### src/rtl/buf_uart_tx_pkg.sv
// Shared types and constants for the buffer-draining UART transmitter.
// The optional BUF_UART_TX_PARITY_EN build adds an even-parity bit after the data bits.
package buf_uart_tx_pkg;

  localparam int BUF_ADDR_W     = 10;
  localparam int BUF_WORD_W     = 9;
  localparam int FRAME_FLAG_BIT = 8;

  typedef enum logic [2:0] {
    ST_IDLE   = 3'd0,
    ST_LOAD   = 3'd1,
    ST_START  = 3'd2,
    ST_DATA   = 3'd3,
    ST_STOP   = 3'd4,
    ST_PARITY = 3'd5
  } tx_state_e;

  // Even parity: the bit that makes the total count of ones even.
  function automatic logic even_parity(input logic [7:0] d);
    return ^d;
  endfunction

endpackage

### src/rtl/buf_uart_tx_baud_tick.sv
// Reloadable bit-period down-counter: bit_end marks the last clock of a bit,
// near_end the clock before it.
module uart_baud_tick #(
  parameter int CLKS_PER_BIT = 217
) (
  input  logic clk,
  input  logic reset_n,
  input  logic reload,
  output logic bit_end,
  output logic near_end
);

  localparam int CNT_W = (CLKS_PER_BIT > 2) ? $clog2(CLKS_PER_BIT) : 1;

  logic [CNT_W-1:0] cnt_q, cnt_d;

  always_comb begin
    cnt_d = cnt_q;
    if (reload) begin
      cnt_d = CNT_W'(CLKS_PER_BIT - 1);
    end else if (cnt_q != '0) begin
      cnt_d = cnt_q - CNT_W'(1);
    end
  end

  always_ff @(posedge clk) begin
    if (!reset_n) begin
      cnt_q <= '0;
    end else begin
      cnt_q <= cnt_d;
    end
  end

  assign bit_end  = (cnt_q == '0);
  assign near_end = (cnt_q == CNT_W'(1));

endmodule

### src/rtl/buf_uart_tx.sv
// Drains 9-bit words from the buffer RAM read port and sends bits [7:0] as 8N1 UART.
// Build option BUF_UART_TX_PARITY_EN inserts an even-parity bit before the stop bit.
module buf_uart_tx
  import buf_uart_tx_pkg::*;
#(
  parameter int CLKS_PER_BIT = 217,
  parameter int ADDR_W       = BUF_ADDR_W
) (
  input  logic                  clk,
  input  logic                  reset_n,
  input  logic                  tx_en,
  input  logic [ADDR_W-1:0]     wr_ptr,
  output logic [ADDR_W-1:0]     rd_addr,
  input  logic [BUF_WORD_W-1:0] rd_data,
  output logic [ADDR_W-1:0]     rd_ptr,
  output logic                  txd,
  output logic                  busy,
  output logic                  frame_done,
  output logic                  empty,
  output tx_state_e             dbg_state
);

  // Pointer protocol: the buffer holds words [rd_ptr, wr_ptr). The writer only
  // advances wr_ptr after the RAM write has committed, and a word is consumed
  // (rd_ptr advances) in LOAD, the cycle its registered RAM data is valid.

  tx_state_e         state_q, state_d;
  logic [ADDR_W-1:0] rd_ptr_q, rd_ptr_d;
  logic [7:0]        shift_q, shift_d;
  logic              flag_q, flag_d;
  logic [2:0]        bit_cnt_q, bit_cnt_d;
  logic              txd_q, txd_d;
  logic              busy_q, busy_d;
  logic              frame_done_q, frame_done_d;
`ifdef BUF_UART_TX_PARITY_EN
  logic              par_q, par_d;
`endif

  logic empty_w;
  logic start_ok;
  logic baud_reload;
  logic bit_end;
  logic near_end;

  assign empty_w  = (rd_ptr_q == wr_ptr);
  assign start_ok = tx_en && !empty_w;

  uart_baud_tick #(
    .CLKS_PER_BIT(CLKS_PER_BIT)
  ) u_baud (
    .clk      (clk),
    .reset_n  (reset_n),
    .reload   (baud_reload),
    .bit_end  (bit_end),
    .near_end (near_end)
  );

  always_comb begin
    state_d      = state_q;
    rd_ptr_d     = rd_ptr_q;
    shift_d      = shift_q;
    flag_d       = flag_q;
    bit_cnt_d    = bit_cnt_q;
    txd_d        = txd_q;
    busy_d       = busy_q;
    frame_done_d = 1'b0;
    baud_reload  = 1'b0;
`ifdef BUF_UART_TX_PARITY_EN
    par_d        = par_q;
`endif
    case (state_q)
      ST_IDLE: begin
        if (start_ok) begin
          state_d = ST_LOAD;
          busy_d  = 1'b1;
        end
      end
      ST_LOAD: begin
        shift_d     = rd_data[7:0];
        flag_d      = rd_data[FRAME_FLAG_BIT];
`ifdef BUF_UART_TX_PARITY_EN
        par_d       = even_parity(rd_data[7:0]);
`endif
        rd_ptr_d    = rd_ptr_q + ADDR_W'(1);
        state_d     = ST_START;
        txd_d       = 1'b0;
        baud_reload = 1'b1;
      end
      ST_START: begin
        if (bit_end) begin
          state_d     = ST_DATA;
          txd_d       = shift_q[0];
          shift_d     = shift_q >> 1;
          bit_cnt_d   = 3'd0;
          baud_reload = 1'b1;
        end
      end
      ST_DATA: begin
        if (bit_end) begin
          baud_reload = 1'b1;
          if (bit_cnt_q == 3'd7) begin
`ifdef BUF_UART_TX_PARITY_EN
            state_d = ST_PARITY;
            txd_d   = par_q;
`else
            state_d = ST_STOP;
            txd_d   = 1'b1;
`endif
          end else begin
            bit_cnt_d = bit_cnt_q + 3'd1;
            txd_d     = shift_q[0];
            shift_d   = shift_q >> 1;
          end
        end
      end
`ifdef BUF_UART_TX_PARITY_EN
      ST_PARITY: begin
        if (bit_end) begin
          state_d     = ST_STOP;
          txd_d       = 1'b1;
          baud_reload = 1'b1;
        end
      end
`endif
      ST_STOP: begin
        // Registered pulse: set one clock early so it is high on the last stop clock.
        if (near_end) begin
          frame_done_d = flag_q;
        end
        if (bit_end) begin
          if (start_ok) begin
            state_d = ST_LOAD;
          end else begin
            state_d = ST_IDLE;
            busy_d  = 1'b0;
          end
        end
      end
      default: begin
        state_d = ST_IDLE;
        txd_d   = 1'b1;
        busy_d  = 1'b0;
      end
    endcase
  end

  always_ff @(posedge clk) begin
    if (!reset_n) begin
      state_q      <= ST_IDLE;
      rd_ptr_q     <= '0;
      shift_q      <= '0;
      flag_q       <= 1'b0;
      bit_cnt_q    <= '0;
      txd_q        <= 1'b1;
      busy_q       <= 1'b0;
      frame_done_q <= 1'b0;
`ifdef BUF_UART_TX_PARITY_EN
      par_q        <= 1'b0;
`endif
    end else begin
      state_q      <= state_d;
      rd_ptr_q     <= rd_ptr_d;
      shift_q      <= shift_d;
      flag_q       <= flag_d;
      bit_cnt_q    <= bit_cnt_d;
      txd_q        <= txd_d;
      busy_q       <= busy_d;
      frame_done_q <= frame_done_d;
`ifdef BUF_UART_TX_PARITY_EN
      par_q        <= par_d;
`endif
    end
  end

  assign rd_addr    = rd_ptr_q;
  assign rd_ptr     = rd_ptr_q;
  assign txd        = txd_q;
  assign busy       = busy_q;
  assign frame_done = frame_done_q;
  assign empty      = empty_w;
  assign dbg_state  = state_q;

endmodule
### config.mk
export PLATFORM = sky130hd
export DESIGN_NAME = buf_uart_tx
export DESIGN_NICKNAME = d
export VERILOG_FILES = /design/src/rtl/buf_uart_tx_pkg.sv /design/src/rtl/buf_uart_tx_baud_tick.sv /design/src/rtl/buf_uart_tx.sv
export SDC_FILE = /design/constraint.sdc
export NUM_CORES = 1
export LEC_CHECK = 0
export BUFFER_PORTS_ARGS = -buffer_cell sky130_fd_sc_hd__buf_2
export CAP_MARGIN = 20
export CORE_AREA = 10 10 100 102
export DETAILED_ROUTE_END_ITERATION = 10
export DIE_AREA = 0 0 110 112
export GPL_TIMING_DRIVEN = 0
export SETUP_SLACK_MARGIN = 0.1
export SYNTH_ARGS = -nofsm -noshare
export SYNTH_HDL_FRONTEND = slang
export SYNTH_HIERARCHICAL = 1
export SYNTH_SLANG_ARGS = --single-unit
### constraint.sdc
create_clock -name clk -period 4.9 [get_ports clk]
set_input_delay 0.49 -clock clk [delete_from_list [all_inputs] [get_ports clk]]
set_output_delay 0.49 -clock clk [all_outputs]
set_load 0.01 [all_outputs]
==> results by group, run 1 <==
Power and ir drop
  • Power Dens Cells: 397 mW/mm^2
  • Total Power: 967 uW
  • Largest vdd supply drop: roughly 140 uV
  • Leakage: 1.07 nW

Clocking
  • Clock latency at the later pin of the worst-skew pair: 0.29 ns
  • Number of instances resized during post-cts repair: 0
  • Largest buffer count on any clock path: 2
  • Total clock sinks: 36
  • Hold bufs inserted after CTS: 0
  • Library cell used as clock root buffer: sky130_fd_sc_hd__clkbuf_8
  • Number of setup buffers added after CTS: 0
  • Total clock buffers created by CTS: 5
  • H-tree depth: 2
  • Clock tree from TritonCTS: yes
  • Clock slew at reported path FFs: around 0.07 ns

Floorplanning
  • Die extent in x: 110 um
  • Initial core utilization: ~25%
  • Die Footprint: 0.0123 mm^2
  • Height of the die: between 100 and 150 um
  • Count of standard-cell rows: 33
  • Placeable Area: 0.00805 mm^2
  • Number of I/O pins: 49

STA
  • Setup TNS: 0 ns
  • Period utilization: approximately half
  • Min Clock Period, post-route: ~2.5 ns
  • Number of hold violations in the final report: 0
  • Max-Slew Margin vs Limit: 60.7%
  • Final worst hold slack: 0.442 ns
  • Unrepaired setup endpoints after global routing: no
  • Max-slew violation count: 0
  • Setup skew after layout: 0.00943 ns
  • Highest Clock Rate: 393 MHz
  • Final number of setup-violating endpoints: 0
  • Slew @ Worst Pin: 0.590 ns
  • Worst setup slack after layout: ~2.4 ns

Routing
  • Number of iterations in the first detailed-routing pass: 4
  • Routed wire length: 4870 um
  • Wire length per cell: 12.7 um
  • Remaining routing DRC violations: 0
  • Number of vias after detailed routing: 1740
  • Number of vias per cell after detailed routing: 4.54
  • Count of nets left with antenna violations after detail routing: 0
  • 1st-iter DRT viols: between 100 and 150

Placed design
  • Number of input and output port buffers inserted: 48
  • Dpl cells: between 300 and 400
  • Gp weighted congestion: 0.780
  • HPWL reported at the end of detailed placement: 3730 um
  • Dpl ws: 2.37 ns
  • Placed standard-cell area: 0.00234 mm^2

Cells and area
  • Post-route cell area: 0.00244 mm^2
  • Fraction of layout instances using a drive strength above 1: ~29%
  • Multi-input logic area: roughly 0.0011 mm^2
  • Count of placed standard cells in the final layout, fillers left out: 383
  • Fin nets: between 300 and 400
  • Reg area: 721 um^2
  • Fill cells: between 800 and 900
  • Diode count: 0
  • Post-Route Utilization: between 30% and 40%
  • Growth of design area from synthesis to finish: 23.6%

Synthesis
  • Post-synthesis async set-or-reset flop share: 0%
  • Commonest register cell after synthesis: sky130_fd_sc_hd__dfxtp_1
  • Synth cell count leaders: sky130_fd_sc_hd__dfxtp_1 (36), sky130_fd_sc_hd__nor2_1 (19), sky130_fd_sc_hd__nand2_1 (17)
  • Share of Yosys cell area claimed by the top area cell type: 36.5%
  • Most common cell in the netlist: sky130_fd_sc_hd__dfxtp_1
  • Register bit count reported by yosys: 36
  • Dominant cells by area after synthesis: sky130_fd_sc_hd__dfxtp_1 (37%), sky130_fd_sc_hd__xnor2_1 (6.2%), sky130_fd_sc_hd__mux2i_1 (5.1%)
  • Average footprint of a synthesized cell: 8.89 um^2
  • Synthesis Warnings: 6
  • Number of library cell types mapped by synthesis: 46
  • Post-synthesis cell count: 222
  • Number of flops mapped to enable cells by yosys: 0
  • Synthesized area: 0.00197 mm^2
  • Post-synth net total: 249
  • Area leader, netlist: sky130_fd_sc_hd__dfxtp_1
  • Fraction of the yosys area taken by sequential cells: 36.5%

Global route
  • Number of global-route vias before repair: 1656
  • Total congestion overflow: 0
  • Antenna violations before repair: 0
  • Largest net degree at the start of global routing: 13
  • Global-route wire length before repair: 7970 um
  • Global-route total usage across every layer: 7.88%

Setup path
  • Req. time, crit path: a little over 5 ns
  • Worst Setup Path Type: reg -> reg
  • Critical Path Max Stage Delay: 0.39 ns
  • Worst endpoint data arrival time: ~2.8 ns
  • Nature of the critical path startpoint: register
  • Cell-by-cell listing of the critical path: inv_1 -> ha_1 -> nor3b_1 -> nand2_1 -> inv_1 -> buf_6 -> a21bo_4 -> a211oi_4 -> buf_6 -> nor2_1 -> a211oi_2
  • Crit-path slowest cell: sky130_fd_sc_hd__a211oi_4
  • Largest fanout on the critical path: 10
  • Kind of end point of the critical path: register

Worst hold path
  • Worst hold path type: in -> reg

Job
  • MaxCap Viol Count: 0

Outcome
  • Result of the run: complete, no violations
cells in the final DEF (no fill, tap or decap), drive strengths merged, types with 2 or more instances in the layout:
cell and count:
nor2 20, a21oi 12, a21o 3, nor3 7, a211oi 10, inv 5, nor4 3, buf 64
nand4 5, dfxtp 36, or3b 3, nand3 7, xor2 3, a221oi 2, mux2i 10, xnor2 14
nor3b 2, nand2 17, o21ai 5, nand2b 8, clkbuf 11, o31ai 3, and3 4, a21boi 2
or4 2, or3 2, ha 5
path summary, 6_finish.rpt:
path / slack [ns] / cells past startpoint / start / to
setup / recovery: 2.35 / 11 / u_baud/cnt_q[0] / shift_q[6]
hold / removal: 0.44 / 3 / rd_data[8] / flag_q
setup reg to reg: 2.35 / 11 / u_baud/cnt_q[0] / shift_q[6]
hold reg to reg: 0.45 / 2 / flag_q / frame_done
cell families after synthesis:
group           synth area share, %
flops                          36.5
buf+inv                        7.93
xor+xnor                       7.55
simple gates                   23.7
fa+ha+maj                      3.17
compound gates                 16.1
mux                            5.07
flip-flops by register name, summed over array words and instances, names as in the netlist:
signal        count
bit_cnt_q         3
flag_q            1
busy              1
txd               1
shift_q           8
u_baud/cnt_q      8
dbg_state         3
rd_addr          10
frame_done        1
final cells by class:
type | instances | share of cell area [%]
multi-input cells | 161 | 44.9
flip-flops and latches | 36 | 29.6
repair buffers | 48 | 9.85
plain buffers | 20 | 5.64
well taps | 105 | 5.39
clock buffers | 7 | 3.54
inverters | 5 | 0.770
clock inverters | 1 | 0.308
where the power goes:
part	internal (mW)	switching (mW)	total [mW]
combinational	0.164	0.181	0.345
sequential	0.343	0.0553	0.399
clock	0.114	0.109	0.224
worst max-delay path, delay by kind of cell (launching register included):
| family | cells | cell delay (ns) |
|---|---|---|
| compound gates | 3 | 0.79 |
| flops | 1 | 0.36 |
| fa+ha+maj | 1 | 0.18 |
| simple gates | 3 | 0.55 |
| buf+inv | 4 | 0.57 |
per-layer routing:
layer / global-route usage [%] / wire (um) / vias up
met5: 0 / 0 / -
met4: 2.08 / 51 / 0
met3: 3.69 / 511 / 5
met2: 11.5 / 2020 / 48
met1: 10.1 / 2290 / 796
li1: - / - / 891
No activity file was read; power rests on OpenSTA's default activity.
==> run 2, diff against run 1 <==
Settings changed: ABC_AREA from default to 1, CORE_AREA 10 10 100 102 to 10 10 104 106, DIE_AREA 0 0 110 112 to 0 0 114 116.
Clock period 4.9 ns to 2.4 ns, I/O delays scaled along.
==> run 2 against run 1 <==
Sequential power grew 120%. Largest cell class unchanged. Via count rose by 15%. Register-to-register slack lost 1.9 ns. Clock power grew 96%. Critical path type unchanged.
==> results by group, run 2 <==
Synthesis
  • Post-synthesis cell count: 301
  • Most common cell in the netlist: sky130_fd_sc_hd__nand2_1
  • Commonest register cell after synthesis: sky130_fd_sc_hd__dfxtp_1
  • Synth cell count leaders: sky130_fd_sc_hd__nand2_1 (72), sky130_fd_sc_hd__inv_1 (45), sky130_fd_sc_hd__dfxtp_1 (36)
  • Number of library cell types mapped by synthesis: 37
  • Post-synth net total: 328
  • Register bit count reported by yosys: 36
  • Post-synthesis share of cell area spent on full adders, half adders and majority gates: 2.91%
  • Area leader, netlist: sky130_fd_sc_hd__dfxtp_1
  • Basic-gate share of the synthesized area counting and, or, nand and nor cells: 33.9%
  • Synthesized area: between 0.002 and 0.0025 mm^2
  • Synthesized-area fraction occupied by ao, oa, aoi and oai cells: between 10 and 15%
  • Synthesis Warnings: 6
  • Share of Yosys cell area claimed by the top area cell type: approximately 34%
  • Post-synthesis async set-or-reset flop share: 0%
  • Average footprint of a synthesized cell: 7.13 um^2
  • Fraction of the yosys area taken by sequential cells: around a third
  • Mux contribution to synthesized area: 0%
  • Dominant combinational cell family by area after synthesis: simple AND/OR/NAND/NOR gates
  • Number of flops mapped to enable cells by yosys: 0
  • Dominant cells by area after synthesis: sky130_fd_sc_hd__dfxtp_1 (34%), sky130_fd_sc_hd__nand2_1 (13%), sky130_fd_sc_hd__inv_1 (7.9%)
  • Synth Area in XOR/XNOR: 0.816%

Power and ir drop
  • Clk network pwr share: 16.4%
  • Total Power: 2.68 mW
  • Net switching power: roughly 1.2 mW
  • Part of the total power dissipated in combinational logic: 50.1%
  • Largest vdd supply drop: 579 uV
  • Internal: 1.51 mW
  • Sw Ratio: 43.8%
  • Leakage: 1.30 nW
  • Share of power burned in registers: 33.5%
  • Power Dens Cells: between 1000 and 1500 mW/mm^2

Global route
  • Largest net degree at the start of global routing: 11
  • Global-route wire length before repair: 8940 um
  • Global-route total usage across every layer: roughly 8%
  • Number of global-route vias before repair: 1950
  • Antenna violations before repair: 0
  • Total congestion overflow: 0

Routing
  • 1st-iter DRT viols: 90
  • Routed wire length: 5330 um
  • Count of nets left with antenna violations after detail routing: 0
  • Number of vias after detailed routing: around 2000
  • Number of vias per cell after detailed routing: about 4.3
  • Wire length per cell: 11.5 um
  • Remaining routing DRC violations: 0
  • Number of iterations in the first detailed-routing pass: 4

Setup path
  • Nature of the critical path startpoint: register
  • Largest fanout on the critical path: 8
  • Kind of end point of the critical path: register
  • Worst endpoint data arrival time: 2.12 ns
  • Worst Setup Path Type: reg -> reg
  • Req. time, crit path: ~2.6 ns
  • Minimum setup slack among reg-to-reg paths: approximately 0.46 ns

Clocking
  • Total clock buffers created by CTS: 5
  • Largest buffer count on any clock path: 2
  • Library cell used as clock root buffer: sky130_fd_sc_hd__clkbuf_8
  • Clock tree from TritonCTS: yes
  • Clock latency at the later pin of the worst-skew pair: 0.28 ns
  • Clock slew at reported path FFs: about 0.070 ns
  • H-tree depth: 2
  • Number of setup buffers added after CTS: 0
  • Total clock sinks: 36

STA
  • Max-slew violation count: 0
  • Highest Clock Rate: 514 MHz
  • Final number of setup-violating endpoints: 0
  • Setup skew after layout: 0.00393 ns
  • Max-Slew Margin vs Limit: 64.0%
  • Setup TNS: 0 ns
  • Number of hold violations in the final report: 0
  • Worst setup slack after layout: 0.456 ns
  • Period utilization: 81.0%
  • Min Clock Period, post-route: between 1.5 and 2 ns
  • Slew @ Worst Pin: 0.539 ns
  • Unrepaired setup endpoints after global routing: no

Placed design
  • Dpl ws: 0.243 ns
  • Gp weighted congestion: 0.810
  • Number of input and output port buffers inserted: 48
  • Placed standard-cell area: ~0.0025 mm^2
  • HPWL reported at the end of detailed placement: 4240 um

Cells and area
  • Fraction of layout instances using a drive strength above 1: between 20% and 30%
  • Fin nets: around 380
  • Reg area: 721 um^2
  • Multi-input logic area: 0.00113 mm^2
  • Highest-count cells in the layout ignoring fill and taps: sky130_fd_sc_hd__nand2_1 (72), sky130_fd_sc_hd__buf_2 (48), sky130_fd_sc_hd__inv_1 (45)
  • Growth of design area from synthesis to finish: 21.7%
  • Flip-flop count of the largest register, all copies and words added: 10
  • Fill cells: a little under 1000
  • Post-route cell area: 0.00261 mm^2
  • Most common library cell in the layout ignoring fill and taps: sky130_fd_sc_hd__nand2_1
  • Diode count: 0

Floorplanning
  • Number of I/O pins: approximately 50
  • Count of standard-cell rows: 34
  • Initial core utilization: around a quarter
  • Placeable Area: 0.00868 mm^2
  • Die extent in x: 114 um
  • Die Footprint: approximately 0.013 mm^2
  • Height of the die: 116 um

Job
  • MaxCap Viol Count: 0

Outcome
  • Result of the run: complete, no violations

Worst hold path
  • Worst hold path type: in -> reg
run 2: critical path, stage by stage (launching register included):
cell and delay [ns]:
sky130_fd_sc_hd__dfxtp_1 0.33, sky130_fd_sc_hd__inv_1 0.11, sky130_fd_sc_hd__ha_1 0.32, sky130_fd_sc_hd__nand2_4 0.11, sky130_fd_sc_hd__nor2_8 0.18, sky130_fd_sc_hd__inv_1 0.11
sky130_fd_sc_hd__o21ai_1 0.35, sky130_fd_sc_hd__nor2_1 0.16, sky130_fd_sc_hd__nand2_1 0.13, sky130_fd_sc_hd__a21oi_1 0.04
run 2: power groups by stage:
stage,combinational [mW],sequential [mW],clock [mW]
5_1_grt,1.52,0.921,0.485
6_report,1.34,0.897,0.440
3_5_place_dp,1.36,0.910,0
3_3_place_gp,1.33,0.904,0
4_1_cts,1.36,0.898,0.457
2_1_floorplan,1.05,0.903,0
run 2: through the flow:
stage / hold slack, ns / std cells / utilization [%]
2_1_floorplan: 0.377 / 301 / -
3_3_place_gp: 0.433 / 457 / 29.1
3_5_place_dp: 0.438 / 457 / 29.1
4_1_cts: 0.214 / 465 / 30.1
5_1_grt: 0.216 / 465 / 30.1
6_report: 0.216 / 465 / 30.1
run 2: metal layers:
| metal | vias up | global-route usage [%] | part of all wire, % |
|---|---|---|---|
| met5 | - | 0 | 0 |
| met4 | 0 | 1.75 | 0.58 |
| met3 | 4 | 2.95 | 5.8 |
| met2 | 38 | 12.4 | 44 |
| met1 | 892 | 10.5 | 50 |
| li1 | 1067 | - | - |
run 2: cells by family (layout without fill, tap and decap cells):
group,after synthesis,in the layout
fa+ha+maj,5,5
buf+inv,63,119
xor+xnor,2,2
flops,36,36
compound gates,50,50
simple gates,145,145
run 2: worst paths after layout:
path	start	to	cells after the start
setup reg to reg	u_baud/cnt_q[0]	u_baud/cnt_q[5]	9
hold / removal	rd_data[8]	flag_q	3
hold reg to reg	busy	busy	2
setup / recovery	u_baud/cnt_q[0]	u_baud/cnt_q[5]	9
run 2: cell type report:
type	instances	area share, %
well taps	108	5.17
plain buffers	13	3.93
inverters	50	7.47
clock buffers	8	3.45
repair buffers	48	9.20
multi-input cells	202	43.2
flip-flops and latches	36	27.6
run 2: what timing repair did:
item / in CTS / in global routing
endpoints found under the setup margin: 0 / 4
resized for setup: 0 / 1
hold buffers: 0 / 0
hold endpoints to repair: 0 / 0
